`src/rtl/bcd_pkg.sv`:
```
// bcd_pkg: shared state type and digit constants for the BCD-to-binary converter
package bcd_pkg;

    typedef enum logic [1:0] {
        IDLE  = 2'd0,
        SHIFT = 2'd1,
        ADJ   = 2'd2,
        DONE  = 2'd3
    } bcd2bin_state_t;

    localparam int DIGIT_W    = 4;
    localparam int DIGIT_MAX  = 9;
    localparam int ADJ_THRESH = 8;
    localparam int ADJ_VAL    = 3;

endpackage

```
`src/rtl/bcd_digit_adj.sv`:
```
// bcd_digit_adj: per-digit reverse double-dabble correction (d >= 8 ? d - 3 : d)
module bcd_digit_adj
    import bcd_pkg::*;
(
    input  logic [DIGIT_W-1:0] d_in,
    output logic [DIGIT_W-1:0] d_out
);

    // a digit that picked up a half-weight bit from the digit above is pulled back by 3
    always_comb begin
        d_out = (d_in >= DIGIT_W'(ADJ_THRESH)) ? d_in - DIGIT_W'(ADJ_VAL) : d_in;
    end

endmodule

```
`src/rtl/bcd_to_bin.sv`:
```
// bcd_to_bin: sequential reverse double-dabble BCD-to-binary converter; BCD_TO_BIN_CHECK_EN adds invalid-digit detection
module bcd_to_bin
    import bcd_pkg::*;
#(
    parameter int DIGITS = 3,
    parameter int BIN_W  = 10
) (
    input  logic                      clk,
    input  logic                      rst,
    input  logic                      start,
    input  logic [DIGIT_W*DIGITS-1:0] bcd_in,
    output logic                      busy,
    output logic                      done,
    output logic [BIN_W-1:0]          bin_out,
    output logic                      err
);

    localparam int BCD_W = DIGIT_W * DIGITS;
    localparam int CNT_W = $clog2(BIN_W) + 1;

    bcd2bin_state_t     state_q, state_d;
    logic [BCD_W-1:0]   bcd_r_q, bcd_r_d, bcd_adj;
    logic [BIN_W-1:0]   bin_r_q, bin_r_d;
    logic [CNT_W-1:0]   cnt_q, cnt_d;
    logic               err_r_q, err_r_d;
    logic [BIN_W-1:0]   bin_out_q, bin_out_d;
    logic               done_q, done_d;
    logic               err_q, err_d;
    logic               bad_digit;

    for (genvar i = 0; i < DIGITS; i++) begin : g_adj
        bcd_digit_adj u_adj (
            .d_in  (bcd_r_q[i*DIGIT_W +: DIGIT_W]),
            .d_out (bcd_adj[i*DIGIT_W +: DIGIT_W])
        );
    end

`ifdef BCD_TO_BIN_CHECK_EN
    // flag any incoming digit above 9 so the result can be suppressed at the end
    always_comb begin
        bad_digit = 1'b0;
        for (int k = 0; k < DIGITS; k++)
            if (bcd_in[k*DIGIT_W +: DIGIT_W] > DIGIT_W'(DIGIT_MAX))
                bad_digit = 1'b1;
    end
`else
    assign bad_digit = 1'b0;
`endif

    // next-state and datapath: alternate shift and digit correction, then publish
    always_comb begin
        state_d   = state_q;
        bcd_r_d   = bcd_r_q;
        bin_r_d   = bin_r_q;
        cnt_d     = cnt_q;
        err_r_d   = err_r_q;
        bin_out_d = bin_out_q;
        err_d     = err_q;
        done_d    = 1'b0;
        case (state_q)
            IDLE: begin
                if (start) begin
                    bcd_r_d = bcd_in;
                    bin_r_d = '0;
                    cnt_d   = '0;
                    err_r_d = bad_digit;
                    state_d = SHIFT;
                end
            end
            SHIFT: begin
                {bcd_r_d, bin_r_d} = {bcd_r_q, bin_r_q} >> 1;
                cnt_d   = cnt_q + 1'b1;
                state_d = (cnt_q == CNT_W'(BIN_W - 1)) ? DONE : ADJ;
            end
            ADJ: begin
                bcd_r_d = bcd_adj;
                state_d = SHIFT;
            end
            DONE: begin
                bin_out_d = err_r_q ? '0 : bin_r_q;
                err_d     = err_r_q;
                done_d    = 1'b1;
                state_d   = IDLE;
            end
            default: state_d = IDLE;
        endcase
    end

    // state and output registers, cleared by the active-low synchronous reset
    always_ff @(posedge clk) begin
        if (!rst) begin
            state_q   <= IDLE;
            bcd_r_q   <= '0;
            bin_r_q   <= '0;
            cnt_q     <= '0;
            err_r_q   <= 1'b0;
            bin_out_q <= '0;
            err_q     <= 1'b0;
            done_q    <= 1'b0;
        end else begin
            state_q   <= state_d;
            bcd_r_q   <= bcd_r_d;
            bin_r_q   <= bin_r_d;
            cnt_q     <= cnt_d;
            err_r_q   <= err_r_d;
            bin_out_q <= bin_out_d;
            err_q     <= err_d;
            done_q    <= done_d;
        end
    end

    assign busy    = (state_q != IDLE);
    assign done    = done_q;
    assign bin_out = bin_out_q;
    assign err     = err_q;

endmodule

```
`config.mk`:
```
export PLATFORM = sky130hd
export DESIGN_NAME = bcd_to_bin
export DESIGN_NICKNAME = d
export VERILOG_FILES = /design/src/rtl/bcd_pkg.sv /design/src/rtl/bcd_digit_adj.sv /design/src/rtl/bcd_to_bin.sv
export SDC_FILE = /design/constraint.sdc
export NUM_CORES = 1
export LEC_CHECK = 0
export ABC_AREA = 1
export BUFFER_PORTS_ARGS = -buffer_cell sky130_fd_sc_hd__buf_4
export CORE_MARGIN = 5
export CORE_UTILIZATION = 53
export CTS_CLUSTER_SIZE = 8
export DETAILED_ROUTE_END_ITERATION = 10
export GPL_ROUTABILITY_DRIVEN = 0
export PLACE_DENSITY = 0.71
export RECOVER_POWER = 100
export SYNTH_ARGS = -nofsm -noshare
export SYNTH_HDL_FRONTEND = slang
export SYNTH_SLANG_ARGS = --single-unit
```
`constraint.sdc`:
```
create_clock -name clk -period 3.9 [get_ports clk]
set_input_delay 0.39 -clock clk [delete_from_list [all_inputs] [get_ports clk]]
set_output_delay 0.39 -clock clk [all_outputs]
set_load 0.03 [all_outputs]
```
==> results of run 1 <==
[report_power, final]
group	switching, mW	leakage [nW]	internal (mW)
Combinational	0.234	0.651	0.112
Sequential	0.0394	0.326	0.455
Clock	0.141	0.0645	0.226
[sequential cells by signal, indices dropped and copies added, names as in the netlist]
signal	flops
bin_r_q	10
bin_out	10
bcd_r_q	12
cnt_q	5
state_q	2
done	1
[metrics by stage]
step	hold WS, ns	worst slack, ns	util	power (mW)	instances
3_3_place_gp	0.458	2.22	0.608	0.868	358
4_1_cts	0.361	2.22	0.641	1.24	366
2_1_floorplan	0.448	2.48	-	0.796	296
6_report	0.368	2.09	0.619	1.21	366
5_1_grt	0.365	1.90	0.619	1.30	366
3_5_place_dp	0.465	2.24	0.608	0.870	358
[cells by family (layout without fill, tap and decap cells)]
kind of cell | after synthesis | count (layout)
adder cells (fa/ha/maj) | 13 | 13
other | 1 | 1
AO/OA/AOI/OAI | 57 | 57
AND/OR/NAND/NOR | 139 | 139
flip-flops | 40 | 40
buffers and inverters | 46 | 68
[final cells by class]
type                       count  share of cell area
inverter                      34              0.0550
clock inverter                 1              0.0130
timing repair buffer          26              0.0648
sequential                    40               0.345
clock buffer                   7              0.0416
tap                           48              0.0259
multi-input combinational    210               0.454
[synth_stat cells, drive strengths merged]
library cell,instances,share of area
clkbuf,1,0.0018
o211ai,4,0.014
o21ai,20,0.048
dfxtp,40,0.38
inv,34,0.061
buf,11,0.037
nand4,2,0.0060
nand2,79,0.15
o21a,2,0.0071
nor2,42,0.075
ha,13,0.077
nor3,3,0.0071
and3,1,0.0030
o22ai,2,0.0060
nand3,12,0.036
conb,1,0.0018
a21oi,29,0.089
[worst paths after layout]
| path | start | endpoint | cells after the start |
|---|---|---|---|
| worst max register to register | state_q[1] | cnt_q[4] | 7 |
| worst min register to register | bin_r_q[0] | bin_r_q[0] | 2 |
| worst max-delay path | state_q[0] | busy | 4 |
| worst min-delay path | bcd_in[3] | bcd_r_q[3] | 3 |
[routing by layer]
metal,track usage,up-vias
li1,-,972
met1,0.232,812
met2,0.297,37
met3,0.0413,5
met4,0.0758,0
met5,0,-
[critical path: stages, from the launching register on]
cell	delay [ns]
dfxtp_1	0.38
inv_1	0.09
ha_1	0.24
inv_1	0.10
clkbuf_1	0.32
==> results.sh, run 1 <==
export IMPL_slew_violations=0
export IMPL_drtIter0Drc=72
export IMPL_worstPathMaxFanout=4
export IMPL_boundaryPins=28
export IMPL_drc=0
export IMPL_grt_pass1_wl_mm=7.63
export IMPL_postCtsHoldBufs=0
export IMPL_dp_hpwl_mm=3.07
export IMPL_firstDrtPassIters=4
export IMPL_max_freq_ghz=0.551
export IMPL_cts_root_buffer="clkbuf_8"
export IMPL_cp_arrival_ns=1.42
export IMPL_die_area_sq_um=5330
export IMPL_synth_xor_area_frac=0
export IMPL_num_fill_cells=389
export IMPL_port_buffers=26
export IMPL_multiInputGateArea_sq_um=1050
export IMPL_cts_setup_buffers=0
export IMPL_ir_drop_mv=0.327
export IMPL_startpoint_type="register"
export IMPL_clock_path_buffers=2
export IMPL_endpoint_kind="output port"
export IMPL_placed_cell_area_sq_um=2270
export IMPL_layout_common_cells="nand2_1 (77), nor2_1 (42), dfxtp_1 (40)"
export IMPL_cts_resized=0
export IMPL_antenna_cells=0
export IMPL_fp_row_count=22
export IMPL_die_w_um=73.0
export IMPL_synth_compound_area_frac=0.164
export IMPL_skew_ns=0.00504
export IMPL_setup_tns_ns=0
export IMPL_clkTransAtPathRegs_ns=0.07
export IMPL_reg2reg_slack_ns=2.10
export IMPL_synth_top_family_by_area="simple AND/OR/NAND/NOR gates"
export IMPL_overflow=0
export IMPL_rsz0062_at_grt="no"
export IMPL_numClockSinks=40
export IMPL_synth_distinct_cells=26
export IMPL_clk_latency_ns=0.29
export IMPL_grt_pass1_vias=1788
export IMPL_period_share=0.465
export IMPL_wl_per_cell_um=11.7
export IMPL_synth_adder_area_share=0.0774
export IMPL_hold_path_class="input pin to register"
export IMPL_ff_latch_area_sq_um=801
export IMPL_synth_seq_cells=40
export IMPL_synthMuxAreaShare=0
export IMPL_grt_usage=0.183
export IMPL_post_route_cell_area_sq_um=2320
export IMPL_netlist_area_sq_um=2100
export IMPL_syn_nets=324
export IMPL_yosys_warnings=0
export IMPL_via_per_inst=4.99
export IMPL_htreeDepth=2
export IMPL_antenna_found_initial=0
export IMPL_antenna_left=0
export IMPL_worstPathRequired_ns=3.51
export IMPL_numCtsBuffers=5
export IMPL_power_density_nw_per_um2=521
export IMPL_nNetsFinal=345
export IMPL_m1WireLength_mm=2.09
export IMPL_start_util=0.561
export IMPL_synthSimpleGateAreaFrac=0.276
export IMPL_drt_wl_total_mm=4.29
export IMPL_syn_area_per_cell_sq_um=7.10
export IMPL_ys_seq_area_frac=0.381
export IMPL_layout_commonest_cell="nand2_1"
export IMPL_setup_viol=0
export IMPL_syn_inst=296
export IMPL_top_layer="met4"
export IMPL_die_h_um=73.0
export IMPL_critical_path_class="register to output port"
export IMPL_dr_total_vias=1826
export IMPL_hold_violations=0
export IMPL_status="finished clean"
export IMPL_drive_gt1_frac=0.104
export IMPL_drv_cap=0
export IMPL_coreArea_sq_um=3740
export IMPL_leakage_nw=1.04
export IMPL_grt_max_degree=22
export IMPL_syn_to_final_growth_pct=10.3
export IMPL_min_period_ns=1.81
export IMPL_cts_tree="yes"
export IMPL_met3_length_um=209
export IMPL_dr_wl_met2_mm=1.91
(Power assumes the default switching activity.)
==> run 2: changes to the inputs <==
--- a/config.mk
+++ b/config.mk
@@ -5,7 +5,7 @@
 export SDC_FILE = /design/constraint.sdc
 export NUM_CORES = 1
 export LEC_CHECK = 0
-export ABC_AREA = 1
+export ABC_AREA = 0
 export BUFFER_PORTS_ARGS = -buffer_cell sky130_fd_sc_hd__buf_4
 export CORE_MARGIN = 5
 export CORE_UTILIZATION = 53
==> constraint.sdc (replaced) <==
create_clock -name clk -period 1.8 [get_ports clk]
set_input_delay 0.18 -clock clk [delete_from_list [all_inputs] [get_ports clk]]
set_output_delay 0.18 -clock clk [all_outputs]
set_load 0.03 [all_outputs]
==> results.sh, run 2 <==
export IMPL_min_period_ns=1.75
export IMPL_fp_row_count=22
export IMPL_cp_arrival_ns=1.95
export IMPL_dr_total_vias=1769
export IMPL_synth_adder_area_share=0.0782
export IMPL_syn_area_per_cell_sq_um=9.37
export IMPL_die_area_sq_um=5280
export IMPL_critPathMaxStageDelay_ns=0.56
export IMPL_ir_drop_mv=0.702
export IMPL_ys_seq_area_frac=0.385
export IMPL_grtUsageMet3=0.0372
export IMPL_via_per_inst=5.86
export IMPL_wl_per_cell_um=14.8
export IMPL_synthMuxAreaShare=0.0595
export IMPL_clkTransAtPathRegs_ns=0.08
export IMPL_grt_pass1_vias=1585
export IMPL_port_buffers=26
export IMPL_yosys_warnings=0
export IMPL_max_freq_ghz=0.573
export IMPL_grt_usage=0.176
export IMPL_cts_root_buffer="clkbuf_8"
export IMPL_hold_violations=0
export IMPL_synth_compound_area_frac=0.236
export IMPL_cts_resized=1
export IMPL_preCtsSetupSlack_ns=0.0213
export IMPL_regMostFlops="bcd_r_q"
export IMPL_hold_path_class="input pin to register"
export IMPL_startpoint_type="register"
export IMPL_synthMostInstantiatedCell="dfxtp_1"
export IMPL_syn_nets=250
export IMPL_yosysTopAreaCell="dfxtp_1"
export IMPL_synth_edf_count=0
export IMPL_met2_usage=0.269
export IMPL_numCtsBuffers=5
export IMPL_htreeDepth=2
export IMPL_leakage_nw=0.892
export IMPL_overflow=0
export IMPL_total_power_mw=2.28
export IMPL_grt_use_met1=0.248
export IMPL_layout_common_cells="dfxtp_1 (39), buf_4 (26), nor2b_1 (24)"
export IMPL_coreArea_sq_um=3740
export IMPL_period_share=0.970
export IMPL_setup_tns_ns=0
export IMPL_antenna_left=0
export IMPL_die_h_um=72.7
export IMPL_synth_main_ff_cell="dfxtp_1"
export IMPL_worstPathMaxFanout=11
export IMPL_grt_max_degree=27
export IMPL_path_cells="inv_1 -> ha_1 -> nor2b_4 -> or4b_1 -> o31ai_1"
export IMPL_layout_commonest_cell="dfxtp_1"
export IMPL_endpoint_kind="register"
export IMPL_firstDrtPassIters=5
export IMPL_grt_pass1_wl_mm=7.43
export IMPL_numClockSinks=40
export IMPL_drtIter0Drc=122
export IMPL_clock_path_buffers=2
export IMPL_skew_ns=0.00378
export IMPL_syn_inst=222
export IMPL_synth_top_family_by_area="compound AO/OA/AOI/OAI gates"
export IMPL_postCtsHoldBufs=0
export IMPL_cts_setup_buffers=0
export IMPL_drv_cap=0
export IMPL_drt_wl_total_mm=4.46
export IMPL_setup_viol=0
export IMPL_power_density_nw_per_um2=941
export IMPL_nNetsFinal=281
export IMPL_worstPathRequired_ns=2.01
export IMPL_critical_path_class="register to register"
export IMPL_finalWorstSetupSlack_ns=0.0548
export IMPL_die_w_um=72.7
export IMPL_rsz0062_at_grt="no"
export IMPL_drive_gt1_frac=0.185
export IMPL_synth_xor_area_frac=0.0126
export IMPL_clk_latency_ns=0.29
export IMPL_dp_hpwl_mm=3.24
export IMPL_boundaryPins=28
export IMPL_synth_distinct_cells=39
export IMPL_start_util=0.556
export IMPL_slowest_stage="or4b_1"
export IMPL_synth_top_area_frac=0.385
export IMPL_async_flop_share=0
export IMPL_synthSimpleGateAreaFrac=0.159
export IMPL_syn_to_final_growth_pct=16.4
export IMPL_synth_area_leaders="dfxtp_1 (38%), ha_1 (7.8%), nor2b_1 (7.2%)"
export IMPL_antenna_cells=0
export IMPL_largest_reg_flops=12
export IMPL_antenna_found_initial=0
export IMPL_ys_top_cells_by_count="dfxtp_1 (40), nor2b_1 (24), ha_1 (13), inv_1 (13)"
export IMPL_netlist_area_sq_um=2080
export IMPL_status="finished clean"
export IMPL_slew_violations=0
export IMPL_cts_tree="yes"
export IMPL_drc=0
export IMPL_synth_seq_cells=40
export IMPL_grt_busiest_layer="met2"
## run 2: cell types whose count changed in the layout (fill, tap and decap cells not counted), sizes merged, moves of 10 or more
cell	previous run	this run
a21oi	29	9
a32oi	0	11
buf	14	26
inv	34	13
mux2i	0	12
nand2	79	9
nand3	12	2
nor2	42	9
nor2b	0	25
o21ai	20	7
## run 2: cell type report
class / count / area [sq um]
Clock buffer: 6 / 82.6
Clock inverter: 2 / 15.0
Fill cell: 350 / 1320
Inverter: 14 / 52.6
Multi-Input combinational cell: 150 / 1150
Sequential cell: 40 / 802
Tap cell: 48 / 60.1
Timing Repair Buffer: 42 / 260
## run 2: routing by layer
metal  part of all wire  routed length (um)
met1               0.46                2050
met2               0.47                2090
met3              0.059                 265
met4              0.011                  49
met5                  0                   0
## run 2: final timing paths
path	from	to	slack, ns	depth (start not counted)
max	state_q[1]	bcd_r_q[8]	0.05	5
min	bcd_in[8]	bcd_r_q[8]	0.18	3
max reg2reg	state_q[1]	bcd_r_q[8]	0.05	5
min reg2reg	cnt_q[4]	cnt_q[4]	0.49	2
## run 2: power by group
part / internal, mW / switching, mW / total [mW]
Sequential: 0.957 / 0.0835 / 1.04
Combinational: 0.265 / 0.348 / 0.613
Clock: 0.310 / 0.316 / 0.626
Total: 1.53 / 0.747 / 2.28
## run 2: through the flow
step                area (sq um)  instances  hold WS [ns]   util
finish                      2420        302         0.182  0.647
CTS                         2470        302         0.177  0.659
floorplan                   2080        222         0.338      -
detailed placement          2370        294         0.479  0.633
global route                2420        302         0.189  0.647
global placement            2370        294         0.474  0.633
## run 2: worst max-delay path, delay by kind of cell, from the launching register on
family | cells | cell delay, ns
compound gates | 1 | 0.24
fa+ha+maj | 1 | 0.23
buf+inv | 1 | 0.08
flops | 1 | 0.37
simple gates | 2 | 0.74
## run 2: kinds of logic after synthesis
group                    after synthesis
multiplexers                          12
adder cells (fa/ha/maj)               13
other                                  1
AO/OA/AOI/OAI                         64
AND/OR/NAND/NOR                       57
XOR/XNOR                               3
buffers and inverters                 32
flip-flops                            40
